File: src/rtl/score_pkg.sv
// -----------------------------------------------------------------------------
// score_pkg
// Shared types and constants for the BCD score update scheduler.
//   SCORE_DIGITS  : default number of BCD digits in a score / amount
//   bcd_digit_t   : one BCD digit
//   bcd_score_t   : packed score, nibble k holds the 10^k digit
//   score_req_t   : queued request {sub, amount}
//   sched_state_t : engine state
//   BCD_MAX       : largest representable score (all nines)
//   bcd_clamp()   : forces every digit above 9 down to 9
// -----------------------------------------------------------------------------
package score_pkg;

  localparam int SCORE_DIGITS = 6;

  typedef logic [3:0]                bcd_digit_t;
  typedef logic [4*SCORE_DIGITS-1:0] bcd_score_t;

  typedef struct packed {
    logic       sub;
    bcd_score_t amount;
  } score_req_t;

  typedef enum logic [1:0] {
    IDLE   = 2'd0,
    LOAD   = 2'd1,
    DIGIT  = 2'd2,
    COMMIT = 2'd3
  } sched_state_t;

  localparam bcd_score_t BCD_MAX = {SCORE_DIGITS{4'h9}};

  // Requesters may present non-decimal nibbles; the engine only ever sees 0..9.
  function automatic bcd_score_t bcd_clamp(input bcd_score_t v);
    bcd_score_t r;
    r = '0;
    for (int k = 0; k < SCORE_DIGITS; k++) begin
      r[4*k +: 4] = (v[4*k +: 4] > 4'd9) ? 4'd9 : v[4*k +: 4];
    end
    return r;
  endfunction

endpackage

File: src/rtl/bcd_digit_alu.sv
// -----------------------------------------------------------------------------
// bcd_digit_alu
// Combinational single-digit BCD adder/subtractor with carry/borrow chaining.
//   sub_i   : 1 = a - b - cin, 0 = a + b + cin
//   a_i     : running score digit (0..9)
//   b_i     : request amount digit (0..9)
//   cin_i   : carry (add) or borrow (sub) from the lower digit
//   y_o     : result digit (0..9)
//   cout_o  : carry (add) or borrow (sub) into the next digit
// -----------------------------------------------------------------------------
module bcd_digit_alu
  import score_pkg::*;
(
  input  logic       sub_i,
  input  bcd_digit_t a_i,
  input  bcd_digit_t b_i,
  input  logic       cin_i,
  output bcd_digit_t y_o,
  output logic       cout_o
);

  logic [4:0] sum;
  logic [4:0] sum_adj;
  logic [4:0] diff;
  logic [4:0] diff_adj;

  always_comb begin
    // NOTE: every output of a combinational block gets a default first, so no
    // path through the if/case can leave it unassigned and infer a latch.
    y_o    = '0;
    cout_o = 1'b0;

    sum      = {1'b0, a_i} + {1'b0, b_i} + {4'b0, cin_i};
    sum_adj  = sum - 5'd10;
    // Range is -10..9, so bit 4 is the sign of the 5-bit two's complement.
    diff     = {1'b0, a_i} - {1'b0, b_i} - {4'b0, cin_i};
    diff_adj = diff + 5'd10;

    if (sub_i) begin
      if (diff[4]) begin
        y_o    = diff_adj[3:0];
        cout_o = 1'b1;
      end else begin
        y_o    = diff[3:0];
      end
    end else begin
      if (sum > 5'd9) begin
        y_o    = sum_adj[3:0];
        cout_o = 1'b1;
      end else begin
        y_o    = sum[3:0];
      end
    end
  end

endmodule

File: src/rtl/score_update_scheduler.sv
// -----------------------------------------------------------------------------
// score_update_scheduler
// Round-robin arbitration of BCD score add/subtract requests into a small
// FIFO, applied one at a time by a digit-serial BCD engine (LSD first).
//
// Ports
//   clk           : system clock
//   resetN        : asynchronous active-low reset
//   startOfFrame  : 1-cycle frame pulse; samples score into score_frame
//   clear_score   : synchronous clear (flush queue, abort engine, score := 0)
//   req_valid     : per-requester valid
//   req_sub       : per-requester 1 = subtract, 0 = add
//   req_amount    : per-requester BCD amount, requester i at [i*4*DIGITS +: 4*DIGITS]
//   req_ready     : per-requester accept strobe (transfer on valid & ready)
//   score         : live score register
//   score_frame   : score captured at startOfFrame
//   busy          : engine active or queue non-empty
//   fifo_full     : request queue full
//   range_event   : 1-cycle pulse when a result leaves 0..10^DIGITS-1
//
// Build option
//   SCORE_SATURATE_EN : when defined, overflow commits all nines and underflow
//                       commits zero; otherwise results wrap modulo 10^DIGITS.
//
// DIGITS sizes the ports and digit counter; the shared score types are sized
// by score_pkg::SCORE_DIGITS, so the two must be kept equal.
// -----------------------------------------------------------------------------
module score_update_scheduler
  import score_pkg::*;
#(
  parameter int NUM_REQ    = 3,
  parameter int FIFO_DEPTH = 4,
  parameter int DIGITS     = SCORE_DIGITS
) (
  input  logic                        clk,
  input  logic                        resetN,
  input  logic                        startOfFrame,
  input  logic                        clear_score,
  input  logic [NUM_REQ-1:0]          req_valid,
  input  logic [NUM_REQ-1:0]          req_sub,
  input  logic [NUM_REQ*4*DIGITS-1:0] req_amount,
  output logic [NUM_REQ-1:0]          req_ready,
  output logic [4*DIGITS-1:0]         score,
  output logic [4*DIGITS-1:0]         score_frame,
  output logic                        busy,
  output logic                        fifo_full,
  output logic                        range_event
);

  localparam int PTR_W  = (NUM_REQ > 1)    ? $clog2(NUM_REQ)    : 1;
  localparam int AW     = (FIFO_DEPTH > 1) ? $clog2(FIFO_DEPTH) : 1;
  localparam int CNT_W  = $clog2(FIFO_DEPTH + 1);
  localparam int DCNT_W = (DIGITS > 1)     ? $clog2(DIGITS)     : 1;

  // ---------------------------------------------------------------------------
  // Round-robin arbiter
  // ---------------------------------------------------------------------------
  logic [PTR_W-1:0]   rr_ptr_q, rr_ptr_d;
  logic [NUM_REQ-1:0] grant;
  logic [PTR_W-1:0]   grant_idx;
  logic               grant_any;
  logic               push;
  score_req_t         push_entry;

  always_comb begin
    int idx;
    grant     = '0;
    grant_idx = rr_ptr_q;
    grant_any = 1'b0;
    idx       = 0;
    // Search begins just after the last winner, wrapping round to it last.
    for (int k = 1; k <= NUM_REQ; k++) begin
      idx = (int'(rr_ptr_q) + k) % NUM_REQ;
      if (!grant_any && req_valid[idx]) begin
        grant_any  = 1'b1;
        grant[idx] = 1'b1;
        grant_idx  = PTR_W'(idx);
      end
    end
  end

  // Full is the registered occupancy, so a pop this cycle never frees a slot
  // for a same-cycle push.
  assign push      = grant_any && !fifo_full && !clear_score;
  assign req_ready = push ? grant : '0;

  always_comb begin
    push_entry.sub    = req_sub[grant_idx];
    push_entry.amount = bcd_clamp(req_amount[grant_idx*4*DIGITS +: 4*DIGITS]);
  end

  always_comb begin
    rr_ptr_d = rr_ptr_q;
    if (clear_score) begin
      rr_ptr_d = PTR_W'(NUM_REQ - 1);
    end else if (push) begin
      rr_ptr_d = grant_idx;
    end
  end

  // ---------------------------------------------------------------------------
  // Request FIFO
  // ---------------------------------------------------------------------------
  score_req_t       fifo_mem [FIFO_DEPTH];
  score_req_t       head;
  logic [AW-1:0]    wr_ptr_q, wr_ptr_d;
  logic [AW-1:0]    rd_ptr_q, rd_ptr_d;
  logic [CNT_W-1:0] count_q, count_d;
  logic             pop;

  sched_state_t state_q, state_d;

  assign fifo_full = (count_q == CNT_W'(FIFO_DEPTH));
  assign head      = fifo_mem[rd_ptr_q];
  assign pop       = (state_q == IDLE) && (count_q != '0) && !clear_score;

  always_comb begin
    wr_ptr_d = wr_ptr_q;
    rd_ptr_d = rd_ptr_q;
    count_d  = count_q;
    if (clear_score) begin
      wr_ptr_d = '0;
      rd_ptr_d = '0;
      count_d  = '0;
    end else begin
      if (push) wr_ptr_d = wr_ptr_q + AW'(1);
      if (pop)  rd_ptr_d = rd_ptr_q + AW'(1);
      count_d = count_q + CNT_W'(push) - CNT_W'(pop);
    end
  end

  // NOTE: queue storage is deliberately left without reset; occupancy is
  // carried entirely by the pointers and count, so stale entries are unread.
  always_ff @(posedge clk) begin
    if (push) fifo_mem[wr_ptr_q] <= push_entry;
  end

  // ---------------------------------------------------------------------------
  // Digit-serial BCD engine
  // ---------------------------------------------------------------------------
  logic                op_sub_q, op_sub_d;
  bcd_score_t          amt_q, amt_d;
  bcd_score_t          acc_q, acc_d;
  logic                carry_q, carry_d;
  logic [DCNT_W-1:0]   dig_cnt_q, dig_cnt_d;
  bcd_score_t          score_q, score_d;
  bcd_score_t          score_frame_q, score_frame_d;
  logic                range_q, range_d;
  bcd_score_t          commit_value;
  bcd_digit_t          alu_y;
  logic                alu_cout;

  // Operands are shifted right one digit per cycle, so the ALU always works
  // on bit 3:0 and the result digit enters at the top of the accumulator.
  bcd_digit_alu u_alu (
    .sub_i  (op_sub_q),
    .a_i    (acc_q[3:0]),
    .b_i    (amt_q[3:0]),
    .cin_i  (carry_q),
    .y_o    (alu_y),
    .cout_o (alu_cout)
  );

  always_comb begin
`ifdef SCORE_SATURATE_EN
    if (carry_q) begin
      commit_value = op_sub_q ? '0 : BCD_MAX;
    end else begin
      commit_value = acc_q;
    end
`else
    commit_value = acc_q;
`endif
  end

  always_comb begin
    state_d   = state_q;
    op_sub_d  = op_sub_q;
    amt_d     = amt_q;
    acc_d     = acc_q;
    carry_d   = carry_q;
    dig_cnt_d = dig_cnt_q;
    score_d   = score_q;
    range_d   = 1'b0;

    unique case (state_q)
      IDLE: begin
        if (pop) begin
          op_sub_d = head.sub;
          amt_d    = head.amount;
          state_d  = LOAD;
        end
      end
      LOAD: begin
        acc_d     = score_q;
        carry_d   = 1'b0;
        dig_cnt_d = '0;
        state_d   = DIGIT;
      end
      DIGIT: begin
        acc_d   = {alu_y, acc_q[4*DIGITS-1:4]};
        amt_d   = amt_q >> 4;
        carry_d = alu_cout;
        if (dig_cnt_q == DCNT_W'(DIGITS - 1)) begin
          state_d = COMMIT;
        end else begin
          dig_cnt_d = dig_cnt_q + DCNT_W'(1);
        end
      end
      COMMIT: begin
        // Carry/borrow out of the top digit is the out-of-range indication.
        range_d = carry_q;
        score_d = commit_value;
        state_d = IDLE;
      end
      default: state_d = IDLE;
    endcase

    if (clear_score) begin
      state_d = IDLE;
      score_d = '0;
      range_d = 1'b0;
    end
  end

  // Frame copy takes the register's current value, i.e. the pre-commit score
  // when a commit lands on the same edge.
  always_comb begin
    score_frame_d = score_frame_q;
    if (startOfFrame) score_frame_d = score_q;
  end

  // NOTE: state registers use non-blocking assignments so every flop samples
  // the pre-edge values regardless of statement order.
  always_ff @(posedge clk or negedge resetN) begin
    if (!resetN) begin
      rr_ptr_q      <= PTR_W'(NUM_REQ - 1);
      wr_ptr_q      <= '0;
      rd_ptr_q      <= '0;
      count_q       <= '0;
      state_q       <= IDLE;
      op_sub_q      <= 1'b0;
      amt_q         <= '0;
      acc_q         <= '0;
      carry_q       <= 1'b0;
      dig_cnt_q     <= '0;
      score_q       <= '0;
      score_frame_q <= '0;
      range_q       <= 1'b0;
    end else begin
      rr_ptr_q      <= rr_ptr_d;
      wr_ptr_q      <= wr_ptr_d;
      rd_ptr_q      <= rd_ptr_d;
      count_q       <= count_d;
      state_q       <= state_d;
      op_sub_q      <= op_sub_d;
      amt_q         <= amt_d;
      acc_q         <= acc_d;
      carry_q       <= carry_d;
      dig_cnt_q     <= dig_cnt_d;
      score_q       <= score_d;
      score_frame_q <= score_frame_d;
      range_q       <= range_d;
    end
  end

  assign score       = score_q;
  assign score_frame = score_frame_q;
  assign range_event = range_q;
  assign busy        = (state_q != IDLE) || (count_q != '0);

endmodule
File: config.mk
export PLATFORM = sky130hd
export DESIGN_NAME = score_update_scheduler
export DESIGN_NICKNAME = d
export VERILOG_FILES = /design/src/rtl/score_pkg.sv /design/src/rtl/bcd_digit_alu.sv /design/src/rtl/score_update_scheduler.sv
export SDC_FILE = /design/constraint.sdc
export NUM_CORES = 1
export LEC_CHECK = 0
export CAP_MARGIN = 10
export CELL_PAD_IN_SITES_DETAIL_PLACEMENT = 0
export CELL_PAD_IN_SITES_GLOBAL_PLACEMENT = 1
export CORE_MARGIN = 10
export CORE_UTILIZATION = 30
export DETAILED_ROUTE_END_ITERATION = 8
export GPL_TIMING_DRIVEN = 0
export PLACE_DENSITY = 0.54
export SKIP_LAST_GASP = 1
export SLEW_MARGIN = 20
export SYNTH_ARGS = -nofsm -noshare
export SYNTH_HDL_FRONTEND = slang
export SYNTH_SLANG_ARGS = --single-unit
File: constraint.sdc
create_clock -name clk -period 5.95 [get_ports clk]
set_input_delay 1.785 -clock clk [delete_from_list [all_inputs] [get_ports clk]]
set_output_delay 1.785 -clock clk [all_outputs]
set_load 0.005 [all_outputs]
==> results.json <==
{
  "status": "completed",
  "cts_tree": "yes",
  "yosys-top-cells-count": "131 x nor2_1, 112 x dfrtp_1, 100 x edfxtp_1, 63 x mux2i_1, 57 x nand2_1",
  "ys_seq_elements": 213,
  "drv_slew": 0,
  "synth_cell_type_count": 61,
  "dp_hpwl_mm": 21.81,
  "cts-root-buf": "clkbuf_16",
  "postRouteAntennaNets": 0,
  "synth-seq-area-share_pct": 55.33,
  "cap_violations": 0,
  "async_reset_ff_share_pct": 53.05,
  "post_drt_wl_per_cell_microns": 19.26,
  "start_util_pct": 30.44,
  "syn_nets": 1003,
  "yosys-top-cells-area": "edfxtp_1 28%, dfrtp_1 27%, mux2i_1 6.0%, mux4_2 5.3%, nor2_1 4.7%",
  "required_ns": 4.16,
  "min_from": "score_frame[19]",
  "globalRouteOverflowTotal": 0,
  "antenna_found_initial": 0,
  "grt_pass1_vias": 7886,
  "routed_wl_mm": 29.29,
  "crit_arrival_ns": 4.06,
  "clk_pin_slew_ns": 0.06,
  "crit_path_end_kind": "output pin",
  "ys.flop_type": "dfrtp_1",
  "clock_sinks": 213,
  "avgSynthCellArea_sq_um": 11.87,
  "synth_top_area_share_pct": 28.49,
  "clockBufferDepth": 3,
  "drive_above_1_share_pct": 10.99,
  "setup_viol_count_final": 0,
  "num_io_pins": 136,
  "grt_max_degree": 70,
  "utilization_pct": 38.28,
  "via_count": 7341,
  "slew_headroom_pct": 40.25,
  "place_congestion": 0.8164,
  "clock_latency_ns": 0.52,
  "dpl_cell_area_sq_um": 12470,
  "via_per_inst": 4.826,
  "io_buffers": 133,
  "vdd_drop_max_mv": 0.2557,
  "final_nets": 1163,
  "period_minus_slack_ns": 5.841,
  "path_class": "in -> out",
  "ys_warn_count": 0,
  "grt_pass1_wl_mm": 46.49,
  "hold_class": "reg -> reg",
  "synth_top_cell_by_area": "edfxtp_1",
  "fp.dieArea_sq_um": 43030,
  "first_pass_iters": 5,
  "core_sq_um": 34630,
  "rsz0062_at_grt": "no",
  "r2r_start": "rr_ptr_q[0]",
  "tightestPinTransition_ns": 0.8963,
  "finalHoldViolCount": 0,
  "synth_edf_count": 100,
  "rows": 68,
  "h-tree-depth": 1,
  "synth_most_common_cell": "nor2_1",
  "fin_crit_sh_pct": 98.17,
  "crit_fanout": 10,
  "area_growth_pct": 25.77,
  "syn_area_sq_um": 10540,
  "fin_area_sq_um": 13260,
  "grt_usage_pct": 13.23,
  "p_leak_nw": 5.132,
  "crit_path_start": "req_valid[2]",
  "chipHeight_microns": 207.4,
  "drtIter0Drc": 415,
  "drc": 0,
  "clock_skew_ns": 0.01537,
  "netlist_instances": 888,
  "cts_buffers": 24,
  "die_w_microns": 207.4,
  "powerDensity_nw_per_um2": 520.9,
  "fmax_mhz": 171.2,
  "startpoint_type": "input pin"
}
what timing repair did:
item | in CTS | in global routing
cloned | 0 | 0
hold buffers | 0 | 0
setup buffers | 1 | 0
endpoints found under the setup margin | 3 | 3
gates resized for setup | 4 | 0
pin swaps | 1 | 0
flip-flops by register name (all words and copies together) (netlist names), 3 cells and up:
register     count
fifo_mem       100
acc_q           24
amt_q           24
score           24
score_frame     24
count_q          3
dig_cnt_q        3
metrics by stage:
step | setup slack, ns | hold WS (ns) | TNS [ns] | cells | power [mW]
2_1_floorplan | 0.5921 | 0.4730 | 0 | 888 | 4.525
3_3_place_gp | -1.818 | 0.4905 | -204.03 | 1476 | 5.526
3_5_place_dp | -0.5612 | 0.4954 | -1.663 | 1477 | 5.545
4_1_cts | 0.04303 | 0.5111 | 0 | 1521 | 7.027
5_1_grt | 0.006878 | 0.5236 | 0 | 1520 | 7.449
6_report | 0.1090 | 0.5042 | 0 | 1521 | 6.905
placed cells by master (no fill, tap or decap), drive strengths merged, types with 3 or more instances in the layout:
cell,netlist,final
nand3,13,13
a221o,6,6
or4,6,6
clkdlybuf4s50,0,132
ha,28,28
mux4,25,25
xnor2,9,9
buf,24,26
o21ai,17,17
or3,14,14
a31oi,36,36
fa,5,5
dfrtp,112,112
mux2i,63,63
nor2b,9,9
a21o,3,3
o2bb2ai,7,7
clkinv,1,10
o21a,3,3
nand2,57,57
a22o,4,4
nor2,131,131
o211ai,4,4
a32oi,13,13
nand2b,7,7
clkinvlp,0,3
a21oi,35,35
nor3b,3,3
and3,18,18
mux2,26,26
xor2,5,5
nor3,3,3
edfxtp,100,100
clkbuf,36,65
inv,37,37
report_power, final:
| part | internal [mW] | switching (mW) | leakage (nW) |
|---|---|---|---|
| Combinational | 1.25 | 1.80 | 2.40 |
| Sequential | 2.18 | 0.236 | 2.37 |
| Clock | 0.850 | 0.584 | 0.365 |
| Total | 4.28 | 2.62 | 5.13 |
metal layers:
layer  global-route usage, %  wire length (microns)
met1                   16.63                  13250
met2                   22.30                  13720
met3                   3.715                   1938
met5                       0                      0
met4                   2.434                    389
logic make-up after synthesis:
family          after synthesis  share of synthesized area (%)
simple gates                268                          11.48
xor+xnor                     14                          1.163
compound gates              147                          9.461
flops                       213                          55.33
buf+inv                      98                          4.095
fa+ha+maj                    34                          4.369
mux                         114                          14.10
worst paths after layout:
path / to / slack, ns / cells past startpoint
worst max-delay path: req_ready[0] / 0.11 / 9
worst min-delay path: score_frame[19] / 0.50 / 1
worst max register to register: fifo_mem[3][16] / 1.92 / 11
worst min register to register: score_frame[19] / 0.50 / 1
max in group asynchronous: op_sub_q / 4.02 / 2
min in group asynchronous: score_frame[11] / 1.20 / 1
worst max-delay path, cell delays in order:
cell and delay [ns]:
clkdlybuf4s50_1 0.46, buf_4 0.20, nor2_1 0.29, a21oi_1 0.09
o21ai_0 0.33, a21oi_4 0.06, and2_2 0.25, nor2b_1 0.14
clkdlybuf4s50_1 0.46
cell type report:
class                   count  area (sq um)
fillers                  3449         21370
flip-flops and latches    213          5832
multi-input cells         577          4294
repair buffers            135          1368
clock buffers              29         640.6
well taps                 455         569.3
plain buffers              59         286.5
inverters                  38         142.6
clock inverters            14         121.4
diodes                      1         2.502
No activity file was read; power rests on OpenSTA's default activity.
==> edit: new RTL, same settings <==
Change the parameter `FIFO_DEPTH` from 4 to 8.
--- a/src/rtl/score_update_scheduler.sv
+++ b/src/rtl/score_update_scheduler.sv
@@ -30,5 +30,5 @@
 #(
   parameter int NUM_REQ    = 3,
-  parameter int FIFO_DEPTH = 4,
+  parameter int FIFO_DEPTH = 8,
   parameter int DIGITS     = SCORE_DIGITS
 ) (
Function: changed (a bounded check fails within 10 cycles, from zero or initial values and one cycle with resetN low).
==> edit against the unedited design <==
Design area up 40%; sequential cell count up 103; die area up 37%; highest routed layer unchanged; worst setup slack better by 0.045 ns; power up 40%; utilization down 0.37 points; clock power up 51%; synthesized area up 41%; fmax up 0.78%; wire length up 36%; critical endpoint is now req_ready[2].
==> edit: results (changes against the unedited design) <==
- Adder-cell share of the synthesized area: 3.26% (was 4.37%)
- Post-Synth XOR/XNOR Area: 0.883% (was 1.16%)
- Drt via density: 4.86 (was 4.83)
- Worst skew pair latency: 0.54 ns (was 0.52 ns)
- Final Net Count: 1350 (was 1163)
- Status: finished, final reports clean (unchanged)
- Number of flops mapped to enable cells by yosys: 200 (was 100)
- Layout Skew: 0.0254 ns (was 0.0154 ns)
- Antenna diodes: 0 (was 1)
- Num CTS Buffers: 36 (was 24)
- Largest net degree at the start of global routing: 88 (was 70)
- Layout cells sized above 1: 18.5% (was 11.0%)
- GP Congestion: 0.804 (was 0.816)
- Total track usage: 13.4% (was 13.2%)
- VDD IR max: 0.285 mV (was 0.256 mV)
- Vias in the first global route: 9938 (was 7886)
- Mux cell area share after synthesis: 15.5% (was 14.1%)
- Relative slew slack: 26.0% (was 40.2%)
- Routed len/inst: 20.7 um (was 19.3 um)
- DP HPWL: 29300 um (was 21800 um)
- First-pass GRT wire length: 62300 um (was 46500 um)
- Largest cells by area after synthesis: edfxtp_1, dfrtp_1, mux4_2, mux2i_1, ha_1 (was edfxtp_1, dfrtp_1, mux2i_1, mux4_2, nor2_1)
- Final min period: 5.80 ns (was 5.84 ns)
- Mapped Cells: 1032 (was 888)
- Seq/Total Area, Yosys: 59.9% (was 55.3%)
- Largest area contributor in the netlist: edfxtp_1 (unchanged)
- Post-synth cell types: 83 (was 61)
- Initial DRC count: 510 (was 415)
- Critical Path AT: 4.01 ns (was 4.06 ns)
- Placement Cell Area: 0.0174 mm2 (was 0.0125 mm2)
- # H-tree levels: 2 (was 1)
- Ys async rst share: 36.7% (was 53.1%)
- Compound-Gate Fraction of Synth Area: 10.6% (was 9.46%)
- Synth Net Count: 1149 (was 1003)
- Post-route insts no fill: 1921 (was 1521)
- Leakage: 6.64 nW (was 5.13 nW)
- Max FFs per register: 200 (was 100)
- Sw frac: 36.5% (was 38.0%)
- Commonest cells in the netlist: edfxtp_1, dfrtp_1, mux2i_1, nor2_1, o21ai_0 (was nor2_1, dfrtp_1, edfxtp_1, mux2i_1, nand2_1)
[edit: changes by cell type after synthesis, moves of 25 or more]
| cell | delta |
|---|---|
| a31oi_1 | -34 |
| nor2_1 | -49 |
| edfxtp_1 | +100 |
| mux2i_1 | +25 |
| mux4_2 | +25 |
| o21ai_0 | +40 |
[edit: area by class of cell]
class	count	area (um2)
clock inverter	17	176
timing repair buffer	163	1620
clock buffer	45	965
tap	664	831
sequential	316	8910
multi-input combinational	615	5550
inverter	36	135
buffer	65	370
fill	4696	30400
[edit: critical path, stage by stage]
cell and delay [ns]:
clkdlybuf4s50_1 0.50, buf_6 0.15, nor2_1 0.10, a21o_1 0.17, a221o_1 0.37, a21oi_4 0.19
nand2_4 0.10, nor2_1 0.12, clkdlybuf4s50_1 0.51
[edit: final timing paths]
kind | startpoint | to | slack [ns] | cells past startpoint
worst max-delay path | req_valid[1] | req_ready[2] | 0.15 | 9
max in group asynchronous | resetN | rr_ptr_q[1] | 4.11 | 2
worst min-delay path | amt_q[19] | amt_q[15] | 0.50 | 2
worst max register to register | rr_ptr_q[0] | fifo_mem[5][6] | 2.09 | 10
min in group asynchronous | resetN | score_frame[8] | 1.09 | 1
worst min register to register | amt_q[19] | amt_q[15] | 0.50 | 2
[edit: logic make-up after synthesis]
kind of cell    after synthesis
compound gates              209
flops                       316
mux                         164
fa+ha+maj                    36
xor+xnor                     15
buf+inv                     101
simple gates                191
[edit: timing repair]
item | CTS | global route
hold buffers | 0 | 0
hold endpoints to repair | 0 | 0
gates resized for setup | 3 | 2
buffers inserted | 1 | 3
setup endpoints to repair | 3 | 3
[edit: power groups by stage]
stage / logic (mW) / clock network [mW] / registers, mW
final: 4.07 / 2.16 / 3.47
after global routing: 4.54 / 2.31 / 3.52
after CTS: 4.13 / 2.21 / 3.48
after detailed placement: 4.10 / 0 / 3.52
after global placement: 4.02 / 0 / 3.52
after floorplan: 2.83 / 0 / 3.41
[edit: routing by layer]
layer	up-vias	track usage [%]	wire (um)
met1	4730	17.0	17800
met4	0	2.89	562
li1	4339	-	-
met2	222	22.9	19500
met5	-	0	0
met3	42	3.22	2020
[edit: per-stage QoR]
| step | setup slack (ns) | hold WS (ns) |
|---|---|---|
| detailed placement | -0.345 | 0.494 |
| finish | 0.154 | 0.501 |
| global placement | -3.09 | 0.491 |
| global route | 0.0114 | 0.524 |
| floorplan | 0.151 | 0.469 |
| CTS | 0.00196 | 0.506 |
